==> src/rtl/stepper_phase_decoder.sv <==
// Observes a stepper coil drive pattern, debounces it, decodes half-step phases
// and tracks a signed half-step position with direction and error pulses.
module stepper_phase_decoder #(
   parameter int STABLE_CYCLES = 4,
   parameter int POS_WIDTH     = 16
) (
   input  logic                 system1000,
   input  logic                 system1000_rst,
   input  logic [3:0]           coils,
   input  logic                 clear,
   output logic [POS_WIDTH-1:0] position,
   output logic                 step_fwd,
   output logic                 step_rev,
   output logic                 idle,
   output logic                 locked,
   output logic                 err_invalid,
   output logic                 err_skip
);

   typedef enum logic {UNLOCKED, LOCKED} state_t;

   localparam logic [7:0] STABLE_CNT = 8'(STABLE_CYCLES);

   state_t                      state;
   logic [3:0]                  s1, s2, cand, acc;
   logic [7:0]                  cnt;
   logic [2:0]                  ref_ph;
   logic signed [POS_WIDTH-1:0] pos_q;

   logic                        accept, cand_valid, cand_idle;
   logic                        is_fwd, is_rev, is_skip;
   logic [2:0]                  cand_phase, diff;
   logic signed [3:0]           delta;
   logic signed [POS_WIDTH-1:0] pos_next;

   // Returns {valid, phase index}; 0000 and the seven non-table codes are not valid.
   function automatic logic [3:0] decode_phase(input logic [3:0] pat);
      case (pat)
         4'b1000: decode_phase = 4'b1_000;
         4'b1100: decode_phase = 4'b1_001;
         4'b0100: decode_phase = 4'b1_010;
         4'b0110: decode_phase = 4'b1_011;
         4'b0010: decode_phase = 4'b1_100;
         4'b0011: decode_phase = 4'b1_101;
         4'b0001: decode_phase = 4'b1_110;
         4'b1001: decode_phase = 4'b1_111;
         default: decode_phase = 4'b0_000;
      endcase
   endfunction

   // Position deliberately wraps: no saturation on overflow.
   function automatic logic signed [POS_WIDTH-1:0] wrap_add(
      input logic signed [POS_WIDTH-1:0] base,
      input logic signed [3:0]           inc
   );
      wrap_add = base + POS_WIDTH'(inc);
   endfunction

   always_comb begin
      {cand_valid, cand_phase} = decode_phase(cand);
      cand_idle = (cand == 4'b0000);
      accept    = (cnt == STABLE_CNT) && (cand != acc);
      diff      = cand_phase - ref_ph;
      is_fwd    = 1'b0;
      is_rev    = 1'b0;
      is_skip   = 1'b0;
      delta     = 4'sd0;
      if (accept && cand_valid && state == LOCKED) begin
         case (diff)
            3'd1:             begin is_fwd = 1'b1; delta = 4'sd1;  end
            3'd2:             begin is_fwd = 1'b1; delta = 4'sd2;  end
            3'd7:             begin is_rev = 1'b1; delta = -4'sd1; end
            3'd6:             begin is_rev = 1'b1; delta = -4'sd2; end
            3'd3, 3'd4, 3'd5: is_skip = 1'b1;
            default:          ;
         endcase
      end
      pos_next = wrap_add(pos_q, delta);
   end

   always_ff @(posedge system1000 or posedge system1000_rst) begin
      if (system1000_rst) begin
         s1          <= 4'b0000;
         s2          <= 4'b0000;
         cand        <= 4'b0000;
         cnt         <= 8'd0;
         acc         <= 4'b0000;
         ref_ph      <= 3'd0;
         state       <= UNLOCKED;
         pos_q       <= '0;
         step_fwd    <= 1'b0;
         step_rev    <= 1'b0;
         err_invalid <= 1'b0;
         err_skip    <= 1'b0;
         locked      <= 1'b0;
         idle        <= 1'b1;
      end else begin
         s1 <= coils;
         s2 <= s1;
         // Restart the stability count whenever the synchronised pattern moves.
         if (s2 != cand) begin
            cand <= s2;
            cnt  <= 8'd1;
         end else if (cnt != STABLE_CNT) begin
            cnt <= cnt + 8'd1;
         end

         step_fwd    <= is_fwd;
         step_rev    <= is_rev;
         err_skip    <= is_skip;
         err_invalid <= 1'b0;
         pos_q       <= clear ? '0 : pos_next;

         if (accept) begin
            acc  <= cand;
            idle <= cand_idle;
            if (cand_valid) begin
               ref_ph <= cand_phase;
               state  <= LOCKED;
               locked <= 1'b1;
            end else if (!cand_idle) begin
               err_invalid <= 1'b1;
               state       <= UNLOCKED;
               locked      <= 1'b0;
            end
         end
      end
   end

   assign position = pos_q;

endmodule

==> config.mk <==
export PLATFORM = sky130hd
export DESIGN_NAME = stepper_phase_decoder
export DESIGN_NICKNAME = d
export VERILOG_FILES = /design/src/rtl/stepper_phase_decoder.sv
export SDC_FILE = /design/constraint.sdc
export NUM_CORES = 1
export LEC_CHECK = 0
export CELL_PAD_IN_SITES_DETAIL_PLACEMENT = 1
export CELL_PAD_IN_SITES_GLOBAL_PLACEMENT = 2
export CORE_MARGIN = 4
export CORE_UTILIZATION = 39
export DETAILED_ROUTE_END_ITERATION = 10
export PLACE_DENSITY = 0.93
export SYNTH_ARGS = -nofsm -noshare
export SYNTH_HDL_FRONTEND = slang
export SYNTH_SLANG_ARGS = --single-unit
==> constraint.sdc <==
create_clock -name system1000 -period 8.9 [get_ports system1000]
set_clock_uncertainty 0.15 [all_clocks]
set_input_delay 1.335 -clock system1000 [delete_from_list [all_inputs] [get_ports system1000]]
set_output_delay 1.335 -clock system1000 [all_outputs]
set_load 0.01 [all_outputs]
* Word level (Yosys, flattened, before mapping) *
Memory sizes are Yosys's and may differ from the RTL's.
Index checks and enable logic that the tools add are counted.
Widths: inputs -> output; s select.

operators by class
  $add $sub $neg = 3
  equality and inequality tests = 12
  multiplexer cells = 16
  reduce and logical (&&, ||, !) cells = 10

operator list
  operator             count
  $add 16x4->16        1
  $mux 16              1
  $mux 8               2
  $pmux 4 s4           1
  $eq 3x3->1 const B   4
  $mux 1               11
  $add 8x1->8 const B  1
  $eq 8x3->1 const B   1
  $ne 4x4->1           2
  $ne 8x3->1 const B   1
  $eq 3x2->1 const B   2
  $logic_not 4->1      1
  $mux 4               1
  $reduce_and 2->1     2
  $reduce_or 2->1      2
  $eq 3x1->1 const B   1
  $logic_and 1x1->1    3
  $reduce_or 3->1      1
  $sub 3x3->3          1
  $ne 2x2->1 const B   1
  $reduce_bool 2->1    1

storage, ports and cells
  bits in registers = 49
  ROM bits = 64
  output and inout bits = 22
  logic and storage cells = 55
  memories = 1

memory list
  memory           depth  bits a word  read ports  clocked after memory_dff  write ports  line  text
  (no name shown)  16     4            1           0                         0            38    case (pat)

* Depth between registers and ports, before layout *
  depth in word-level cells = 7
  mapped depth = 18

* Worst setup path after synthesis *
No wires, ideal clock.

  path type = register to register
  start point = register cand[2]
  end point = register pos_q[15] (netlist: position[15])
  library setup time = 0.080 ns
  arrival = 4.574 ns
  data required time = 8.670 ns
  slack = 4.096 ns
  cell stages (with the launch flop) = 17
  period minus slack after synthesis = 4.804 ns
  cells stage by stage = dfrtp_1 -> buf_2 -> clkbuf_1 -> or2_2 -> nand3_1 -> ha_1 -> fa_1 -> xnor2_1 -> xor2_1 -> nor3_1 -> ha_1 -> and3_4 -> a221o_1 -> a21o_1 -> a21o_1 -> or3_1 -> mux2i_1

on the way
  word-level cells in the longest chain between the ends = 7
  elaborated cells on any way between the ends = 14
  classes of those cells = add/sub (2); eq/ne (5); mux (3); reduce/logical (3); memory (1)

RTL lines
  item                                              line    text
  start, declared                                   25      logic [3:0] s1, s2, cand, acc;
  start signal, assigned                            85      cand <= 4'b0000;
  start signal, assigned                            102     cand <= s2;
  $mem_v2 16x4 or $ne 4x4->1 (tied branches)        --
  $sub 3x3->3 or $logic_and 1x1->1 (tied branches)  63, 62
  $eq 3x3->1 (tied with other cells)                69      case (diff)
  $pmux 4 s4 or $logic_and 1x1->1 (tied branches)   69, 68
  $mux 4 (*)                                        68      if (accept && cand_valid && state == LOCKED) begin
  $add 16x4->16 (*)                                 56      wrap_add = base + POS_WIDTH'(inc);
  $mux 16 (*)                                       112     pos_q <= clear ? '0 : pos_next;
  end signal, assigned                              112
  end, declared                                     28      logic signed [POS_WIDTH-1:0] pos_q;

Mark *: on every way between the ends. The rest lies on a longest branch, timed or not.
A chain may end at the register's enable or synchronous reset.

* Final worst setup path *
  start point = register cand[1]
  end point = register pos_q[15] (netlist: position[15])

The elaborated chain is that of the path after synthesis.

==> impl_results.md <==
- CTS tree: built
- Starting Density: 40.4%
- Ys flop type: dfrtp_1
- Pins Over Slew Limit: 0
- Clock sink count: 49
- CP required: 8990 ps
- Synthesized area per cell: 9.83 um2
- Setup_tns: 0 ps
- Cts bufs inserted: 5
- Fin nets: 328
- Post-DP HPWL: 4.47 mm
- Yosys top cell area share: 43.5%
- Post-route cell area: 0.00319 mm2
- Layout cell share with drive strength beyond 1: 6.29%
- CP Capture Type: flop
- Final setup violation count: 0
- Ant diodes: 0
- Fmax: 207 MHz
- Setup CP Type: reg -> reg
- Outcome: finished, final reports clean
- Headroom to the max-slew limit: 30.3%
- First-pass GRT wire length: 10.3 mm
- Syn Inst Count: 281
- Post-Place Cell Area: 0.00309 mm2
- DRT Pass-1 Iters: 4
- Die area: 0.00849 mm2
- Non-filler cells, final: 398
- Pin count of the biggest net entering global routing: 50
- Synth unique cells: 49
- Post-synthesis register bit count: 49
- RSZ-0062 raised after global routing: false
- Pwr dens: 126 mW/mm2
- Post-CTS Setup Inserts: 0
- CTS Root Cell: clkbuf_8
- Fin crit share: 54.3%
- Post-layout minimum cycle time: 4840 ps
- DR WL/cell: 15.2 um
- Syn_nets: 308
- Leakage: 1.42 nW
- Synth Cell Area: 0.00276 mm2
- DIE HEIGHT: 92.1 um
- Worst Hold Class: reg -> reg
- DR DRC count: 0
- Fin Hold WS: 208 ps
- Seq pwr share: 57.6%
- GPL Wtd Cong: 0.794
- # IOs: 29
- Comb pwr share: 6.3%
- Vias in the first global route: 2,109
- Max Cap Viol: 0
- Maximum root-to-sink buffer count: 2
- Final Hold Vio Count: 0
- Post-route core utilization: 46.7%
- Worst-skew pair later-pin latency: 320 ps
- Clock Power Share: 36.0%
- IO buf count: 28
- Routed WL: 6.07 mm
- Vias post-DR: 2,083
- DRT antenna net count: 0
- Largest fanout on the critical path: 14
- Overflow after GRT: 0
- Tot GR Track Use: 15.2%
- Site row count: 30
- Die extent in x: 92.1 um
- Post-synthesis sequential area ratio: 44.4%
- Core region area: 0.00683 mm2
- Number of vias per cell: 5.23
- Worst-path clk slew: 110 ps
- Number of antenna violations at the first check in global routing: 0
- Sw Ratio: 26.4%
- Max IR drop VDD: 0.0890 mV
- DRT iter0 DRCs: 66
- Dpl cells: 390
- Worst slew pin tran: 1040 ps
- NetSw: 0.106 mW
- Resized Gates After CTS: 0
- Top area cells in the synthesized netlist: dfrtp_1 (43%), ha_1 (8.2%), xnor2_1 (7.0%)
- Cts hold-fix bufs: 0
- H-tree depth: 2
- Synth area leader: dfrtp_1
- Cell Int Power: 0.296 mW
- Layout area overhead: 15.6%
- EDFF count, synth: 0
- Syn. warnings: 0
- Crit path DAT: 4920 ps
- Fraction of registers with async set or reset after synthesis: 100%
- CP Launch Type: flop
## cells in the mapped netlist (3+ instances only)
cell,count
o21ai_0,13
nor3_1,6
nand4_1,4
a31oi_1,4
buf_2,4
a21o_1,8
nor2_1,36
inv_1,8
clkbuf_1,9
xnor2_1,22
o21bai_1,3
ha_1,18
nand3_1,8
or3_1,4
xor2_1,8
nand2b_1,3
nand2_1,14
a21oi_1,17
dfrtp_1,48
nor2b_1,3
a211oi_1,6
## power by group through the flow
stage | Clock [mW] | Sequential [mW] | Combinational, mW
detailed placement | 0 | 0.236 | 0.0262
floorplan | 0 | 0.232 | 0.0225
global route | 0.159 | 0.232 | 0.0291
global placement | 0 | 0.236 | 0.0253
finish | 0.145 | 0.232 | 0.0255
CTS | 0.150 | 0.232 | 0.0263
## worst max-delay path, cell delays in order (launching register included)
cell and delay (ps):
dfrtp_1 660, xor2_1 190, nand3_1 100, ha_1 200
fa_1 380, xnor2_1 250, xor2_1 170, nor3_2 770
ha_1 440, and3_4 220, a221o_1 380, a21o_1 190
a21o_1 180, or3_1 340, mux2i_1 130
## placed cells by master (no fill, tap or decap), types with 2 or more instances in the layout
master           count
dfrtp_1             48
nor2_1              36
clkdlybuf4s50_1     28
xnor2_1             22
ha_1                18
a21oi_1             17
nand2_1             14
o21ai_0             13
nand3_1              8
xor2_1               8
a21o_1               8
inv_1                7
a211oi_1             6
nor3_1               5
clkbuf_8             5
or3_1                4
nand4_1              4
a31oi_1              4
nand2b_1             3
o21bai_1             3
nor2b_1              3
and3_1               2
nor3_2               2
a22oi_1              2
mux2i_1              2
mux2_2               2
o21a_1               2
o22ai_1              2
fa_1                 2
## sequential cells by signal, summed over array words and instances (netlist names)
name,cells
acc,4
cand,4
cnt,8
err_invalid,1
err_skip,1
idle,1
position,16
ref_ph,3
s1,4
s2,4
state,1
step_fwd,1
step_rev,1
## path summary, 6_finish.rpt
kind                            slack, ps           startpoint  depth (start not counted)                endpoint
worst max-delay path                 4060  cand[1]$_DFFE_PP0N_                         14  position[15]$_DFF_PP0_
worst min-delay path                  210      s1[3]$_DFF_PP0_                          0         s2[3]$_DFF_PP0_
worst max register to register       4060  cand[1]$_DFFE_PP0N_                         14  position[15]$_DFF_PP0_
worst min register to register        210      s1[3]$_DFF_PP0_                          0         s2[3]$_DFF_PP0_
max in group asynchronous            6520       system1000_rst                          2      step_rev$_DFF_PP0_
min in group asynchronous            1440       system1000_rst                          2      cnt[7]$_DFFE_PP0P_
## per-stage QoR
| stage | setup WS [ps] | total power, mW |
|---|---|---|
| floorplan | 4100 | 0.255 |
| global placement | 4220 | 0.261 |
| detailed placement | 4050 | 0.262 |
| CTS | 4020 | 0.408 |
| global route | 3670 | 0.420 |
| finish | 4060 | 0.402 |
## kinds of logic (layout without fill, tap and decap cells)
kind of cell	after synthesis	after routing	share of synthesized area (%)
adder cells (fa/ha/maj)	20	20	9.61
multiplexers	4	4	1.54
XOR/XNOR	30	30	9.52
AO/OA/AOI/OAI	64	64	14.6
flip-flops	49	49	44.4
buffers and inverters	23	44	3.72
AND/OR/NAND/NOR	91	91	16.6
## layer usage
layer / share of wire (%) / routed length (um) / vias up / GRT usage (%)
li1: - / - / 1021 / -
met1: 47 / 2880 / 1036 / 19.6
met2: 49 / 2990 / 20 / 26.0
met3: 2.3 / 139 / 6 / 3.20
met4: 1.0 / 61 / 0 / 3.59
met5: 0 / 0 / - / 0
## cell type report
type | count | area [um2]
Fill cell | 803 | 3640
Clock inverter | 3 | 28.8
Sequential cell | 49 | 1230
Tap cell | 96 | 120
Clock buffer | 5 | 68.8
Multi-Input combinational cell | 209 | 1440
Timing Repair Buffer | 28 | 280
Inverter | 8 | 30.0
Note: power is estimated with default switching activity, not from simulation.
